[config.mk]
export PLATFORM = sky130hd
export DESIGN_NAME = sum_frame_source
export DESIGN_NICKNAME = d
export VERILOG_FILES = /design/src/rtl/sum_frame_source.sv
export SDC_FILE = /design/constraint.sdc
export NUM_CORES = 1
export LEC_CHECK = 0
export CAP_MARGIN = 20
export CORE_MARGIN = 3
export CORE_UTILIZATION = 47
export CTS_CLUSTER_DIAMETER = 80
export DETAILED_ROUTE_END_ITERATION = 7
export GPL_TIMING_DRIVEN = 0
export MAX_ROUTING_LAYER = met4
export PLACE_DENSITY = 0.73
export RECOVER_POWER = 50
export SETUP_SLACK_MARGIN = 0.1
export SYNTH_ARGS = -nofsm -noshare
export SYNTH_HDL_FRONTEND = slang
export SYNTH_SLANG_ARGS = --single-unit
[constraint.sdc]
create_clock -name CLK -period 2 [get_ports CLK]
set_input_delay 0.4 -clock CLK [delete_from_list [all_inputs] [get_ports CLK]]
set_output_delay 0.4 -clock CLK [all_outputs]
set_load 0.02 [all_outputs]
[src/rtl/sum_frame_source.sv]
// Frame source for a downstream 128-byte summer: emits a start flag plus 128
// constant or LFSR bytes, keeps its own running sum and checks the summer's answer.
module sum_frame_source (
  input  logic        CLK,
  input  logic        RST,
  input  logic        start,
  input  logic        const_mode,
  input  logic [7:0]  seed,
  input  logic [16:0] sum_in,
  input  logic        sum_enable_in,
  output logic [7:0]  output_data,
  output logic        data_start,
  output logic        busy,
  output logic [16:0] expected_sum,
  output logic        done,
  output logic        pass,
  output logic        timeout
);

  // state | meaning
  // IDLE  | waiting for start; results of the last frame held
  // START | one cycle with data_start high
  // SEND  | 128 data cycles, cnt_q numbers them 0..127
  // WAIT  | waiting for the summer's strobe, tmo_q counts 0..47
  typedef enum logic [1:0] {IDLE, START, SEND, WAIT} state_t;

  localparam logic [6:0] LAST_BYTE = 7'd127;
  localparam logic [5:0] LAST_WAIT = 6'd47;

  state_t      state_q, state_d;
  logic        mode_q, mode_d;
  logic [7:0]  lfsr_q, lfsr_d;
  logic [6:0]  cnt_q, cnt_d;
  logic [5:0]  tmo_q, tmo_d;
  logic [7:0]  data_q, data_d;
  logic        ds_q, ds_d;
  logic        busy_q, busy_d;
  logic [16:0] sum_q, sum_d;
  logic        done_q, done_d;
  logic        pass_q, pass_d;
  logic        timeout_q, timeout_d;
  logic [7:0]  lfsr_adv;

  // Constant mode simply holds the seed in the LFSR register.
  assign lfsr_adv = mode_q ? lfsr_q
                           : {lfsr_q[6:0], lfsr_q[7] ^ lfsr_q[5] ^ lfsr_q[4] ^ lfsr_q[3]};

  always_comb begin
    state_d   = state_q;
    mode_d    = mode_q;
    lfsr_d    = lfsr_q;
    cnt_d     = cnt_q;
    tmo_d     = tmo_q;
    data_d    = data_q;
    ds_d      = 1'b0;
    sum_d     = sum_q;
    done_d    = 1'b0;
    pass_d    = pass_q;
    timeout_d = timeout_q;
    case (state_q)
      IDLE: begin
        if (start) begin
          mode_d    = const_mode;
          lfsr_d    = (!const_mode && seed == 8'h00) ? 8'h01 : seed;
          cnt_d     = '0;
          tmo_d     = '0;
          data_d    = 8'h00;
          ds_d      = 1'b1;
          sum_d     = '0;
          pass_d    = 1'b0;
          timeout_d = 1'b0;
          state_d   = START;
        end
      end
      START: begin
        data_d  = lfsr_q;
        lfsr_d  = lfsr_adv;
        cnt_d   = '0;
        state_d = SEND;
      end
      SEND: begin
        sum_d = sum_q + {9'd0, data_q};
        if (cnt_q == LAST_BYTE) begin
          data_d  = 8'h00;
          tmo_d   = '0;
          state_d = WAIT;
        end else begin
          cnt_d  = cnt_q + 7'd1;
          data_d = lfsr_q;
          lfsr_d = lfsr_adv;
        end
      end
      WAIT: begin
        // A strobe on the final count still wins over the timeout.
        if (sum_enable_in) begin
          pass_d  = (sum_in == sum_q);
          done_d  = 1'b1;
          state_d = IDLE;
        end else if (tmo_q == LAST_WAIT) begin
          timeout_d = 1'b1;
          pass_d    = 1'b0;
          done_d    = 1'b1;
          state_d   = IDLE;
        end else begin
          tmo_d = tmo_q + 6'd1;
        end
      end
      default: state_d = IDLE;
    endcase
    busy_d = (state_d != IDLE);
  end

  always_ff @(posedge CLK or posedge RST) begin
    if (RST) begin
      state_q   <= IDLE;
      mode_q    <= 1'b0;
      lfsr_q    <= 8'h01;
      cnt_q     <= '0;
      tmo_q     <= '0;
      data_q    <= 8'h00;
      ds_q      <= 1'b0;
      busy_q    <= 1'b0;
      sum_q     <= '0;
      done_q    <= 1'b0;
      pass_q    <= 1'b0;
      timeout_q <= 1'b0;
    end else begin
      state_q   <= state_d;
      mode_q    <= mode_d;
      lfsr_q    <= lfsr_d;
      cnt_q     <= cnt_d;
      tmo_q     <= tmo_d;
      data_q    <= data_d;
      ds_q      <= ds_d;
      busy_q    <= busy_d;
      sum_q     <= sum_d;
      done_q    <= done_d;
      pass_q    <= pass_d;
      timeout_q <= timeout_d;
    end
  end

  assign output_data  = data_q;
  assign data_start   = ds_q;
  assign busy         = busy_q;
  assign expected_sum = sum_q;
  assign done         = done_q;
  assign pass         = pass_q;
  assign timeout      = timeout_q;

endmodule

==> qor.yml, run 1 <==
outcome:
  status: "finished, final reports clean"
yosys:
  synth_warnings: 0
  synth_area_leaders: "dfrtp_1, xor2_1, ha_1"
  synth_seq_cells: 54
  syn_nets: 368
  syn_area_um2: 3110
  ys_async_sr_fraction_pct: 100
  syn_inst: 322
  seq_area_frac_synth_pct: 43.6
  synth_cell_type_count: 53
  synth.largest_area_cell: "dfrtp_1"
  synth_enable_flop_cells: 0
  ys.flop_type: "dfrtp_1"
  synth_top_area_share_pct: 42.7
  syn_avg_cell_area_um2: 9.64
place:
  gp_congestion: 0.854
  dp_hpwl_mm: 5.63
  io_buffers: 59
  dp.cells: 457
  postPlaceCellArea_um2: 3920
clock_network:
  cts-htree-levels: 2
  clockRootBuffer: "clkbuf_8"
  cts_buffer_depth: 2
  hold_buffers: 0
  worstSkewPairLatency_ns: 0.31
  clk_pin_slew_ns: 0.10
  cts.sinks: 54
  numCtsBuffers: 5
  cts_tree: "done"
global_route:
  grt_start_max_net_pins: 43
  grt_first_pass_wirelength_mm: 12.7
  grt-ovfl-total: 0
  grt_pass1_vias: 2716
  antenna_found_initial: 0
  grt_usage_pct: 21.7
cells_and_area:
  drive_gt1_share_pct: 25.3
  num_antenna_cells: 0
  nFillCells: 457
  instances_no_fill: 502
  fin_nets: 472
  stdcell_area_um2: 4470
  syn2layout_area_growth_pct: 43.8
timing:
  final.period_utilization_pct: 98.2
  setup_viol: 0
  fin_skew_ns: 0.0115
  fin_crit_ns: 1.96
  tightest_slew_ns: 0.567
  fmax_mhz: 509
  finalHoldViolCount: 0
  rsz0062_at_grt: "yes"
  drv_slew: 0
  relSlewSlack_pct: 62.2
min_path:
  worstHoldPathType: "reg2reg"
power_and_ir_drop:
  p_sw_share_pct: 41.8
  p_seq_share_pct: 30.5
  vdd_drop_max_v: 0.000872
  p_comb_share_pct: 57.2
  power_density_nw_per_um2: 1240
  p_int_uw: 3230
  p_sw_uw: 2320
  pwr-share-clk_pct: 12.3
  leakagePower_uw: 0.00198
route:
  post-route-drc-count: 0
  vias: 2823
  drt_iter0_drc: 127
  wl_per_cell_um: 16.4
  detail-route-antenna-nets: 0
  vias_per_cell: 5.62
  first_pass_iters: 4
  wirelength_mm: 8.24
critical_path:
  path_class: "reg2reg"
  rrSetupSlack_ns: 0.04
  cp-end-kind: "flip-flop"
  cp-start-kind: "flip-flop"
  arrival_ns: 2.21
  cp_max_fo: 5
  required_ns: 2.25
die:
  fp.dieW_um: 87.3
  io_pins: 60
  dieHeight_um: 87.3
  die-area_um2: 7620
  start_util_pct: 50.4
  num_rows: 28
  coreArea_um2: 6170
flow_run:
  maxCapViolations: 0
-- what timing repair did --
item | CTS | global route
setup endpoints to repair | 32 | 33
pin swaps | 6 | 17
hold endpoints to repair | 0 | 0
setup buffers | 24 | 13
gates resized for setup | 26 | 40
-- placed cells by master (no fill, tap or decap), types with 3 or more instances in the layout --
| cell type | synthesis | layout |
|---|---|---|
| nor2b_1 | 4 | 3 |
| dfrtp_2 | 0 | 9 |
| a22o_1 | 11 | 11 |
| o21ai_1 | 0 | 3 |
| or3_1 | 5 | 5 |
| clkbuf_1 | 5 | 4 |
| nand4_1 | 4 | 4 |
| o21ai_2 | 0 | 5 |
| xor2_1 | 28 | 28 |
| buf_4 | 1 | 34 |
| nand2b_4 | 0 | 3 |
| nand2_2 | 0 | 5 |
| nand2_1 | 37 | 32 |
| inv_2 | 0 | 4 |
| a21oi_1 | 13 | 13 |
| mux2i_1 | 6 | 6 |
| dfrtp_1 | 53 | 44 |
| xnor2_1 | 6 | 6 |
| ha_1 | 15 | 7 |
| nor4_1 | 5 | 5 |
| inv_1 | 11 | 7 |
| o21ai_0 | 33 | 25 |
| clkbuf_8 | 0 | 7 |
| nand2b_1 | 7 | 4 |
| nand3_1 | 15 | 12 |
| ha_4 | 0 | 6 |
| nor2_1 | 17 | 14 |
| buf_6 | 1 | 7 |
| clkdlybuf4s50_1 | 0 | 55 |
-- worst max-delay path, cell delays in order, from the launching register on --
cell	delay (ns)
dfrtp_1	0.38
ha_2	0.19
and3_4	0.18
buf_6	0.12
nand2_8	0.07
a2111o_1	0.45
or4_1	0.42
nand3_1	0.09
-- cell type report --
class | count | area (µm²) | area share (%)
multi-input combinational | 248 | 1910 | 42.7
sequential | 54 | 1360 | 30.5
tap | 75 | 93.8 | 2.10
clock inverter | 1 | 8.76 | 0.196
buffer | 9 | 72.6 | 1.62
inverter | 11 | 41.3 | 0.924
clock buffer | 7 | 96.3 | 2.16
timing repair buffer | 97 | 883 | 19.8
-- power groups by stage --
stage | Combinational [µW] | Clock [µW] | Sequential, µW
detailed placement | 2370 | 0 | 1780
CTS | 2850 | 690 | 1690
floorplan | 1440 | 0 | 1870
finish | 3180 | 685 | 1690
global placement | 2310 | 0 | 1760
global route | 3440 | 735 | 1730
-- synthesized netlist by cell type, drive strengths merged (6+ instances only) --
| library cell | n |
|---|---|
| xnor2 | 6 |
| nand3 | 15 |
| a21oi | 13 |
| a22o | 11 |
| nand2 | 38 |
| nor2 | 17 |
| o21ai | 33 |
| xor2 | 28 |
| nand2b | 7 |
| dfrtp | 53 |
| mux2i | 6 |
| ha | 15 |
| inv | 11 |
-- through the flow --
step	total power (µW)	TNS, ns	setup WS [ns]	hold slack, ns	utilization, %
3_3_place_gp	4080	-44.27	-0.871	0.476	63.3
6_report	5550	0	0.0368	0.498	72.4
3_5_place_dp	4150	-6.20	-0.294	0.484	63.6
5_1_grt	5910	-0.218	-0.0559	0.550	72.4
2_1_floorplan	3320	-0.0116	-0.0116	0.463	-
4_1_cts	5220	0	0.0574	0.353	69.4
-- metal layers --
layer	wire (µm)	vias to the layer above	share of wire [%]	track usage [%]
li1	-	1368	-	-
met1	3770	1375	46	29.1
met2	3970	72	48	34.2
met3	424	8	5.1	3.41
met4	76	0	0.92	5.72
met5	0	-	0	-
-- sequential cells by signal, indices dropped and copies added (netlist names) --
| name | count |
|---|---|
| busy | 1 |
| expected_sum | 17 |
| pass | 1 |
| cnt_q | 7 |
| mode_q | 1 |
| done | 1 |
| output_data | 8 |
| data_start | 1 |
| timeout | 1 |
| lfsr_q | 8 |
| tmo_q | 6 |
| state_q | 2 |
-- path summary, 6_finish.rpt --
path / from / to / cells after the start
max: cnt_q[0] / tmo_q[5] / 7
min: timeout / timeout / 2
max reg2reg: cnt_q[0] / tmo_q[5] / 7
min reg2reg: timeout / timeout / 2
max in group asynchronous: RST / expected_sum[4] / 3
min in group asynchronous: RST / cnt_q[3] / 2
-- kinds of logic (layout without fill, tap and decap cells) --
logic type	Yosys count	after routing	synth area share, %
AND/OR/NAND/NOR	109	109	17.8
AO/OA/AOI/OAI	81	81	16.8
flip-flops	54	54	43.6
XOR/XNOR	34	34	9.59
buffers and inverters	20	125	2.86
adder cells (fa/ha/maj)	16	16	6.69
multiplexers	8	8	2.66
Power figures use the tool's default switching activity.
==> run 2, diff against run 1 <==
CORE_UTILIZATION = 57   (was 47)
DONT_BUFFER_PORTS = 1   (was not set)
PLACE_DENSITY = 0.72   (was 0.73)
==> run 2 against run 1 <==
Combinational power shrank 23%. Total power shrank 9.4%. Hold slack lost 0.33 ns. Via count shrank 7.6%. Critical path type unchanged. First-iteration DRC count shrank 31%. Sequential share of layout area grew 5.0 points. Non-clock buffer count shrank 66. Clock skew shrank 0.0022 ns. Fmax shrank 7.9%. The flow now finishes with violations (setup timing). Die area shrank 16%. Largest power group unchanged. Final cell count shrank 14%.
==> qor.yml, run 2 (synthesized netlist as in run 1, its figures left out) <==
critical_path:
  required_ns: 2.18  # -0.07 ns
  cp_max_fo: 4  # -1
  cp-start-kind: "flip-flop"
  cp-end-kind: "flip-flop"
  rrSetupSlack_ns: -0.13  # -0.17 ns
  path_class: "reg2reg"
  crit_family: "flip-flops"
  critPathSlowestCell: "dfrtp_2"
  arrival_ns: 2.31  # +0.10 ns
  crit_buf_inv: 2  # +1
  slowest_delay_ns: 0.52  # +0.07 ns
  crit_path_cell_trace: "ha_4, inv_2, fa_2, nand2b_4, a211oi_4, buf_6, o2111ai_1, xor2_1, nor2_1"
outcome:
  status: "finished with violations"
  failed_checks: "setup timing"
place:
  dp.cells: 393  # -14%
  dp_hpwl_mm: 5.07  # -10%
  gp_congestion: 0.840  # -1.6%
  io_buffers: 0  # -100%
cells_and_area:
  syn2layout_area_growth_pct: 23.4
  drive_gt1_share_pct: 28.3  # +3.0 points
  fin_nets: 406  # -14%
  nFillCells: 362  # -21%
  instances_no_fill: 431  # -14%
  largest_reg_flops: 17  # unchanged
  layout_common_cells: "dfrtp_1, nand2_1, xor2_1, buf_4, o21ai_0"
  num_antenna_cells: 0  # unchanged
  mostFrequentLayoutCell: "dfrtp_1"
global_route:
  grt_first_pass_wirelength_mm: 11.4  # -10%
  antenna_found_initial: 0  # unchanged
  grt_pass1_vias: 2461  # -9.4%
  grt-ovfl-total: 0  # unchanged
  grt_start_max_net_pins: 31  # -28%
  grt_usage_pct: 23.6  # +1.9 points
power_and_ir_drop:
  p_sw_uw: 2210  # -4.7%
  leakagePower_uw: 0.00171  # -14%
  vdd_drop_max_v: 0.000894  # +2.5%
  p_total_uw: 5030  # -9.4%
  p_comb_share_pct: 48.7  # -8.5 points
  p_int_uw: 2820  # -13%
  p_sw_share_pct: 44.0  # +2.2 points
  p_seq_share_pct: 39.2  # +8.7 points
  pwr-share-clk_pct: 12.1  # -0.2 points
  power_density_nw_per_um2: 1310  # +5.5%
die:
  die-area_um2: 6370  # -16%
  dieHeight_um: 79.8  # -8.6%
  fp.dieW_um: 79.8  # -8.6%
  io_pins: 60  # unchanged
  start_util_pct: 60.0  # +9.7 points
  num_rows: 26  # -7.1%
  coreArea_um2: 5170  # -16%
clock_network:
  cts_buffer_depth: 2  # unchanged
  clk_pin_slew_ns: 0.10  # about the same
  cts.sinks: 54  # unchanged
  worstSkewPairLatency_ns: 0.31  # about the same
  cts_tree: "done"
  numCtsBuffers: 5  # unchanged
  clockRootBuffer: "clkbuf_8"
  cts-htree-levels: 2  # unchanged
timing:
  setup_ws_ns: -0.131  # -0.168 ns
  fmax_mhz: 469  # -7.9%
  relSlewSlack_pct: 37.6  # -25 points
  tightest_slew_ns: 0.934  # +0.368 ns
  final.period_utilization_pct: 107  # +8.4 points
  finalHoldViolCount: 0  # unchanged
  rsz0062_at_grt: "yes"
  drv_slew: 0  # unchanged
  fin_skew_ns: 0.00928  # -0.00225 ns
  fin_crit_ns: 2.13  # +0.168 ns
  finalSetupTns_ns: -0.583  # -0.583 ns
  setup_viol: 9  # +9
route:
  detail-route-antenna-nets: 0  # unchanged
  first_pass_iters: 4  # unchanged
  drt_iter0_drc: 88  # -31%
  wirelength_mm: 7.43  # -9.9%
  post-route-drc-count: 0  # unchanged
  wl_per_cell_um: 17.2  # +5.0%
  vias: 2608  # -7.6%
  vias_per_cell: 6.05  # +7.6%
min_path:
  worstHoldPathType: "in2async"
flow_run:
  maxCapViolations: 0  # unchanged
[run 2: cell count changes in the layout (fill, tap and decap cells not counted), sizes merged]
cell | previous run | this run
clkbuf | 13 | 11
clkinv | 1 | 0
dlygate4sd2 | 1 | 0
dlymetal6s2s | 2 | 0
buf | 41 | 36
dlygate4sd3 | 1 | 0
clkinvlp | 0 | 1
clkdlybuf4s50 | 55 | 0
[run 2: final timing paths]
| kind | cells past startpoint | to | from |
|---|---|---|---|
| max in group asynchronous | 2 | expected_sum[2] | RST |
| min reg2reg | 2 | lfsr_q[0] | lfsr_q[0] |
| max reg2reg | 9 | expected_sum[10] | expected_sum[0] |
| min | 1 | cnt_q[3] | RST |
| min in group CLK | 2 | done | sum_enable_in |
| max | 9 | expected_sum[10] | expected_sum[0] |
[run 2: timing repair]
item	CTS	global route
gates resized for setup	38	29
gates cloned	0	0
hold endpoints to repair	0	0
buffers inserted	20	10
hold buffers	0	0
setup endpoints to repair	31	37
pin swaps	10	16
[run 2: layout make-up]
| cell class | instances | area, µm² | share of cell area (%) |
|---|---|---|---|
| sequential | 54 | 1360 | 35.6 |
| timing repair buffer | 31 | 250 | 6.53 |
| buffer | 9 | 83.8 | 2.19 |
| inverter | 11 | 46.3 | 1.21 |
| multi-input combinational | 248 | 1920 | 50.0 |
| clock buffer | 7 | 76.3 | 1.99 |
| clock inverter | 1 | 7.51 | 0.196 |
| tap | 70 | 87.6 | 2.28 |
[run 2: through the flow]
step	setup slack (ns)	utilization [%]	hold WS, ns	cell area (µm²)
finish	-0.131	74.1	0.172	3830
global route	-0.259	74.1	0.217	3830
CTS	-0.128	71.2	0.0105	3680
detailed placement	-0.233	64.2	0.362	3320
global placement	-0.486	63.9	0.477	3300
floorplan	-0.0116	-	0.463	3220
[run 2: power groups by stage]
stage          Combinational, µW  Sequential [µW]  Clock (µW)
2_1_floorplan               1440             1870           0
3_3_place_gp                1740             1990           0
3_5_place_dp                1780             2000           0
4_1_cts                     2160             1960         627
5_1_grt                     2690             2010         667
6_report                    2450             1970         609
[run 2: metal layers]
metal,track usage (%),share of wire (%)
met5,-,0
met4,7.26,1.5
met3,4.51,6.0
met2,37.0,48
met1,31.2,45
